<file path="config.mk">
export PLATFORM = sky130hd
export DESIGN_NAME = lut_sweeper_flat
export DESIGN_NICKNAME = d
export VERILOG_FILES = /design/src/rtl/lut_sweeper_pkg.sv /design/src/rtl/lut_sweeper_if.sv /design/src/rtl/lut_sweeper_tt_mux.sv /design/src/rtl/lut_sweeper.sv /design/src/flat_wrapper.sv
export SDC_FILE = /design/constraint.sdc
export NUM_CORES = 1
export LEC_CHECK = 0
export BUFFER_PORTS_ARGS = -buffer_cell sky130_fd_sc_hd__buf_2
export CAP_MARGIN = 20
export CORE_MARGIN = 10
export CORE_UTILIZATION = 41
export CTS_CLUSTER_SIZE = 8
export DETAILED_ROUTE_END_ITERATION = 8
export SLEW_MARGIN = 20
export SYNTH_ARGS = -nofsm -noshare
export SYNTH_HDL_FRONTEND = slang
export SYNTH_HIERARCHICAL = 1
export SYNTH_SLANG_ARGS = --single-unit
export TNS_END_PERCENT = 100
</file>
<file path="constraint.sdc">
create_clock -name clk -period 6.8 [get_ports clk]
set_clock_uncertainty 0.1 [all_clocks]
set_input_delay 1.36 -clock clk [delete_from_list [all_inputs] [get_ports clk]]
set_output_delay 1.36 -clock clk [all_outputs]
set_load 0.005 [all_outputs]
</file>
<file path="src/rtl/lut_sweeper_pkg.sv">
// Shared definitions for the truth-table sweeper: FSM state encoding and parameter bounds.
package lut_sweeper_pkg;

    // Largest supported number of function inputs (64-entry table).
    localparam int unsigned N_IN_MAX = 6;

    typedef enum logic [1:0] {
        ST_IDLE  = 2'd0,
        ST_SWEEP = 2'd1,
        ST_DONE  = 2'd2
    } state_e;

    // Table width for a given input count.
    function automatic int unsigned tt_width(input int unsigned n_in);
        return 32'd1 << n_in;
    endfunction

endpackage

</file>
<file path="src/rtl/lut_sweeper_if.sv">
// Beat stream carrying (index, function value) pairs from the sweeper to its consumer.
interface lut_sweeper_if #(
    parameter int unsigned N_IN = 3
);
    logic            out_valid;
    logic            out_ready;
    logic [N_IN-1:0] out_idx;
    logic            out_s;

    modport master (
        output out_valid,
        output out_idx,
        output out_s,
        input  out_ready
    );

    modport slave (
        input  out_valid,
        input  out_idx,
        input  out_s,
        output out_ready
    );
endinterface

</file>
<file path="src/rtl/lut_sweeper_tt_mux.sv">
// Combinational truth-table read: s = tt[idx]. Shared with the table checker.
module tt_mux #(
    parameter int unsigned N_IN = 3
) (
    input  logic [(2**N_IN)-1:0] tt,
    input  logic [N_IN-1:0]      idx,
    output logic                 s
);

    // Plain mux from registered sources, so s settles once per clock.
    assign s = tt[idx];

endmodule

</file>
<file path="src/rtl/lut_sweeper.sv">
// Truth-table sweeper: holds a loadable table, walks every input vector on start and
// streams one beat per vector, accumulating the number of minterms that evaluate to 1.
module lut_sweeper
    import lut_sweeper_pkg::*;
#(
    parameter int unsigned  N_IN    = 3,
    parameter logic [63:0]  TT_INIT = 64'h44,
    localparam int unsigned TT_W    = 2 ** N_IN
) (
    input  logic            clk,
    input  logic            rst,
    input  logic            load,
    input  logic [TT_W-1:0] tt_in,
    input  logic            start,
    output logic            busy,
    output logic            done,
    output logic [N_IN:0]   ones_count,
    lut_sweeper_if.master   out_if
);

    // Reset table is TT_INIT truncated (or zero-extended) to the table width.
    localparam logic [TT_W-1:0] TT_RST   = TT_INIT[TT_W-1:0];
    localparam logic [N_IN-1:0] IDX_LAST = N_IN'(tt_width(N_IN) - 1);

    state_e          state_q, state_d;
    logic [TT_W-1:0] tt_q, tt_d;
    logic [N_IN-1:0] idx_q, idx_d;
    logic [N_IN:0]   ones_q, ones_d;
    logic            s;
    logic            hs;

    tt_mux #(
        .N_IN (N_IN)
    ) u_tt_mux (
        .tt  (tt_q),
        .idx (idx_q),
        .s   (s)
    );

    assign hs = (state_q == ST_SWEEP) && out_if.out_ready;

    // Next-state: command decode in IDLE, beat advance in SWEEP, single-cycle DONE.
    always_comb begin
        state_d = state_q;
        tt_d    = tt_q;
        idx_d   = idx_q;
        ones_d  = ones_q;
        case (state_q)
            ST_IDLE: begin
                // A simultaneous load is visible to the sweep it starts.
                if (load) begin
                    tt_d = tt_in;
                end
                if (start) begin
                    ones_d  = '0;
                    idx_d   = '0;
                    state_d = ST_SWEEP;
                end
            end
            ST_SWEEP: begin
                if (hs) begin
                    ones_d = ones_q + {{N_IN{1'b0}}, s};
                    if (idx_q == IDX_LAST) begin
                        state_d = ST_DONE;
                    end else begin
                        idx_d = idx_q + 1'b1;
                    end
                end
            end
            ST_DONE: begin
                state_d = ST_IDLE;
            end
            default: begin
                state_d = ST_IDLE;
            end
        endcase
    end

    // State registers; reset aborts any sweep and restores the power-on table.
    always_ff @(posedge clk or posedge rst) begin
        if (rst) begin
            state_q <= ST_IDLE;
            tt_q    <= TT_RST;
            idx_q   <= '0;
            ones_q  <= '0;
        end else begin
            state_q <= state_d;
            tt_q    <= tt_d;
            idx_q   <= idx_d;
            ones_q  <= ones_d;
        end
    end

    // Outputs decode directly from registered state.
    always_comb begin
        busy             = (state_q != ST_IDLE);
        done             = (state_q == ST_DONE);
        ones_count       = ones_q;
        out_if.out_valid = (state_q == ST_SWEEP);
        out_if.out_idx   = idx_q;
        out_if.out_s     = s;
    end

endmodule
</file>
<file path="src/flat_wrapper.sv">
// flat-port wrapper written by rule: the top's interface ports become plain ports
module lut_sweeper_flat import lut_sweeper_pkg::*;
#(
    parameter int unsigned  N_IN    = 3,
    parameter logic [63:0]  TT_INIT = 64'h44,
    localparam int unsigned TT_W    = 2 ** N_IN
)
  (clk, rst, load, tt_in, start, busy, done, ones_count, out_if_out_valid, out_if_out_idx, out_if_out_s, out_if_out_ready);
  lut_sweeper_if #(.N_IN(N_IN)) out_if_i ();
  input  logic clk;
  input  logic rst;
  input  logic load;
  input  logic [TT_W-1:0] tt_in;
  input  logic start;
  output logic busy;
  output logic done;
  output logic [N_IN:0] ones_count;
  output wire logic [$bits(out_if_i.out_valid)-1:0] out_if_out_valid;
  output wire logic [$bits(out_if_i.out_idx)-1:0] out_if_out_idx;
  output wire logic [$bits(out_if_i.out_s)-1:0] out_if_out_s;
  input wire logic [$bits(out_if_i.out_ready)-1:0] out_if_out_ready;
  assign out_if_out_valid = out_if_i.out_valid;
  assign out_if_out_idx = out_if_i.out_idx;
  assign out_if_out_s = out_if_i.out_s;
  assign out_if_i.out_ready = out_if_out_ready;
  lut_sweeper #(.N_IN(N_IN), .TT_INIT(TT_INIT)) u_core (.clk(clk), .rst(rst), .load(load), .tt_in(tt_in), .start(start), .busy(busy), .done(done), .ones_count(ones_count), .out_if(out_if_i));
endmodule
</file>
# Word level (Yosys, flattened, before mapping)
# Index checks and enable logic that the tools add are counted.
# totals
reg_bits,17
out_inout_bits,11
input_bits,13
word_cells,35
# op_classes
n_addsub,2
n_eq_ne,7
reduce_logical,8
mux,13
n_lt_le_gt_ge,1
# ops
op,count
$mux W3,3
$mux W4,2
$pmux W4 S2,1
$mux W2,3
$pmux W3 S2,1
$reduce_and A3 Y1,2
$add A4 B1 Y4,1
$lt A3 B4 Y1 const B,1
$ne A2 B1 Y1 const B,2
$ne A2 B2 Y1 const B,2
$pmux W2 S2,1
$reduce_and A4 Y1,1
$reduce_bool A2 Y1,2
$add A3 B1 Y3 const B,1
$bmux W1 S3,1
$eq A3 B3 Y1 const B,1
$eq A2 B1 Y1 const B,1
$eq A2 B2 Y1 const B,1
$logic_not A2 Y1,1
$reduce_and A2 Y1,1
$logic_and A1 B1 Y1,1
$mux W1,1

# Longest topological paths before layout
# logic_depth
word_depth,5
depth_mapped,7
ltp_nobuf,7

# By module
# Netlist, hierarchy kept.
# by_module_without_submodules
mod,n_inst,cells_per_inst,area_per_inst_um2,seq_area_each_um2
lut_sweeper,1,59,818.3,427.9
tt_mux,1,3,63.8,0.0

# Worst setup path before layout
# Ideal clock, no wire load.
# synth_timing
path_kind,reg2out
startpoint,"register u_core.idx_q[0], in the netlist u_core/out_if.out_idx[0]"
endpoint,output port out_if_out_s
setup_slack_ns,4.090
t_arrival_ns,1.250
required_ns,5.340
path_stages_with_launch,3
path_buffers,0
path_cell_list,dfrtp_1 mux4_1 mux2_2
# synth_via
elab_chain_len,2
# synth_lines
element,line,rtl
"start, declared",lut_sweeper.sv:27,"logic [N_IN-1:0] idx_q, idx_d;"
"start signal, assigned",lut_sweeper.sv:89,idx_q <= idx_d;
$bmux W1 S3,lut_sweeper_tt_mux.sv:11,assign s = tt[idx];
$mux W1 (implied by the code),lut_sweeper_tt_mux.sv:11,
"end, declared",flat_wrapper.sv:20,output wire logic [$bits(out_if_i.out_s)-1:0] out_if_out_s;
# Every way passes these cells. The select of a mux whose other input is x is not followed.

# Final worst setup path
# Same ends and word-level chain as after synthesis.

==> results.json <==
{
  "crit_path_cell_trace": "mux4_1 > mux2_2 > buf_2",
  "initial_core_utilization": 0.441,
  "period_minus_slack_ns": 3.22,
  "synth_warn": 6,
  "floorplan.die_area_um2": 4410,
  "run_status": "complete, no violations",
  "cts_resized": 0,
  "kind_of_cell_adding_the_most_delay_to_the_critical_path": "multiplexers",
  "hold_buffers": 0,
  "hold_class": "flip-flop to flip-flop",
  "grt_overflow": 0,
  "antenna_found_initial": 0,
  "worst_slew_margin_rel": 0.581,
  "rows": 16,
  "cts_tree": "yes",
  "final-setup-viol-count": 0,
  "drive_above_1_share": 0.460,
  "viasPerCell": 5.09,
  "cts.clk_slew.worst_paths_ns": 0.10,
  "min-delay-start": "u_core/tt_q[3]$_DFFE_PP0P_",
  "synth_enable_flop_cells": 0,
  "timing.critical_path.from": "u_core/out_if.out_idx[0]$_DFFE_PP0P_",
  "worst_slew_pin_slew_ns": 0.628,
  "worst_ep_required_time_ns": 5.34,
  "setup-tns-final_ns": 0,
  "layout.nets": 105,
  "netlist-cell-type-count": 22,
  "cts.root.buffer_cell": "sky130_fd_sc_hd__clkbuf_4",
  "cp_num_cells": 3,
  "fmaxAchievable_mhz": 311,
  "die_height_um": 66.4,
  "post_synth_instance_area_um2": 882,
  "synth.yosys.seq_area_share": 0.485,
  "gp_routability_congestion": 0.705,
  "final_max_slew_viol_count": 0,
  "worst_path_max_delay_cell": "sky130_fd_sc_hd__mux4_1",
  "timing.max_cap.violations": 0,
  "cellLeakagePower_nw": 0.520,
  "core_um2": 2000,
  "crit-reg2reg-capture": "u_core/ones_count[2]$_DFFE_PP0P_",
  "synthTopCellsByCount": "15 x sky130_fd_sc_hd__dfrtp_1, 8 x sky130_fd_sc_hd__a22o_1, 8 x sky130_fd_sc_hd__mux2_4, 4 x sky130_fd_sc_hd__ha_1",
  "post-place-cells": 110,
  "syn-num-nets": 79,
  "worst_ir_drop_vdd_mv": 0.202,
  "r2r.worst_path.cells": 7,
  "detailedRoute.firstPassIterationCount": 2,
  "design.portCount": 24,
  "worst_path_maximum_fanout": 5,
  "grt_setup_unrepaired": "false",
  "power_per_cell_area_nw_per_um2": 422,
  "grt_pass1_vias": 612,
  "synth_largest_type_area_fraction": 0.426,
  "numClockSinks": 17,
  "tritoncts.num_buffers": 3,
  "detailedPlacementHpwl_um": 1360,
  "synth_top_cell_by_area": "sky130_fd_sc_hd__dfrtp_1",
  "route.vias.total": 580,
  "drt-total-wl_um": 1770,
  "timing.reg2reg.setup_slack_ns": 4.34,
  "largest_net_degree_at_the_start_of_global_routing": 18,
  "chipWidth_um": 66.4,
  "drt.antenna.violating_nets": 0,
  "cpPeakStageDelay_ns": 0.60,
  "start_kind": "flip-flop",
  "final.period_utilization": 0.473,
  "asyncSetResetFlopFracSynth": 1.00,
  "fin_total_pwr_w": 0.000439,
  "wire_per_inst_um": 15.5,
  "min_path_cells": 1,
  "portBuffers": 23,
  "instances_no_fill": 114,
  "preCtsSetupSlack_ns": 3.91,
  "ys.flop_type": "sky130_fd_sc_hd__dfrtp_1",
  "synth.ff_latch_count": 17,
  "drc_errors": 0,
  "clock_path_buffers": 2,
  "grt_first_pass_wirelength_um": 2910,
  "netlist_instances": 62,
  "smallest_setup_slack_after_layout_ns": 3.58,
  "setup.worst_path.end_class": "output port",
  "htreeDepth": 1,
  "antennaDiodeCount": 0,
  "syn_to_final_growth_pct": 17.7,
  "overall_routing_resource_usage": 0.0865,
  "worst_skew_pair.late_latency_ns": 0.29,
  "worst_r2r_startpoint": "u_core/out_if.out_idx[0]$_DFFE_PP0P_",
  "ys_top_cells_by_area": "sky130_fd_sc_hd__dfrtp_1 43%, sky130_fd_sc_hd__mux2_4 14%, sky130_fd_sc_hd__a22o_1 7.9%",
  "crit_path_kind": "flip-flop to output port",
  "hold_end": "u_core/tt_q[3]$_DFFE_PP0P_",
  "detailedRoute.firstIterationViolations": 6,
  "path_buf_inv": 1,
  "synthMostInstantiatedCell": "sky130_fd_sc_hd__dfrtp_1",
  "worstPathArrival_ns": 1.76,
  "hold_viol": 0,
  "postCtsSetupRepairBufs": 0,
  "postSynthAreaPerCell_um2": 14.2
}
-- power breakdown --
part            total, W  internal (W)  leakage [nW]  switching (W)
Clock          0.0000539     0.0000228        0.0150      0.0000310
Combinational   0.000194      0.000126         0.299      0.0000686
Sequential      0.000191      0.000149         0.206      0.0000418
Total           0.000439      0.000297         0.520       0.000141
-- flip-flops by register name (all words and copies together) (netlist names) --
register,cells
u_core/tt_q,8
u_core/state_q,2
u_core/ones_count,4
u_core/out_if.out_idx,3
-- placed cells by master (no fill, tap or decap) --
| master | instances |
|---|---|
| sky130_fd_sc_hd__nand4_1 | 1 |
| sky130_fd_sc_hd__and4bb_1 | 1 |
| sky130_fd_sc_hd__inv_1 | 3 |
| sky130_fd_sc_hd__a31oi_1 | 1 |
| sky130_fd_sc_hd__dfrtp_1 | 15 |
| sky130_fd_sc_hd__a21oi_1 | 1 |
| sky130_fd_sc_hd__buf_2 | 23 |
| sky130_fd_sc_hd__mux4_1 | 2 |
| sky130_fd_sc_hd__clkbuf_4 | 3 |
| sky130_fd_sc_hd__dfstp_2 | 2 |
| sky130_fd_sc_hd__nor2_1 | 2 |
| sky130_fd_sc_hd__mux2_4 | 8 |
| sky130_fd_sc_hd__and2_1 | 1 |
| sky130_fd_sc_hd__nor2b_1 | 3 |
| sky130_fd_sc_hd__ha_1 | 4 |
| sky130_fd_sc_hd__clkbuf_1 | 1 |
| sky130_fd_sc_hd__and3_1 | 1 |
| sky130_fd_sc_hd__a22o_1 | 8 |
| sky130_fd_sc_hd__o21bai_1 | 1 |
| sky130_fd_sc_hd__mux2_2 | 3 |
| sky130_fd_sc_hd__nor2_2 | 1 |
| sky130_fd_sc_hd__mux2_1 | 1 |
| sky130_fd_sc_hd__nand2_1 | 1 |
-- area by class of cell --
| class | instances | area (um2) |
|---|---|---|
| Fill cell | 185 | 963 |
| Tap cell | 27 | 33.8 |
| Sequential cell | 17 | 428 |
| Inverter | 3 | 11.3 |
| Multi-Input combinational cell | 40 | 424 |
| Timing Repair Buffer | 23 | 115 |
| Clock buffer | 4 | 26.3 |
-- stage by stage --
stage	instance area (um2)	hold slack (ns)	util
3_3_place_gp	1010	0.402	0.506
5_1_grt	1040	0.439	0.519
3_5_place_dp	1010	0.391	0.506
4_1_cts	1040	0.420	0.519
2_1_floorplan	882	0.373	-
6_report	1040	0.414	0.519
-- how the worst max path moves through the flow --
stage | end | slack [ns]
2_1_floorplan | out_if_out_s | 4.09
3_5_place_dp | out_if_out_s | 3.91
4_1_cts | out_if_out_s | 3.57
5_1_grt | out_if_out_s | 3.50
6_report | out_if_out_s | 3.58
3_3_place_gp | out_if_out_s | 3.96
-- per-layer routing --
layer | up-vias | global-route usage | routed length (um) | part of all wire
met5 | - | 0 | 0 | 0
met2 | 14 | 0.129 | 805 | 0.46
li1 | 288 | - | - | -
met1 | 274 | 0.100 | 811 | 0.46
met3 | 4 | 0.0492 | 131 | 0.074
met4 | 0 | 0.0314 | 20 | 0.011
-- cells by family after synthesis --
group	Yosys count	synth area share
DFF	17	0.485
muxes	14	0.247
AOI/OAI and AO/OA	11	0.101
and+or+nand+nor	11	0.0766
buffers and inverters	5	0.0340
adders and majority gates	4	0.0567
No activity file was read; power rests on OpenSTA's default activity.
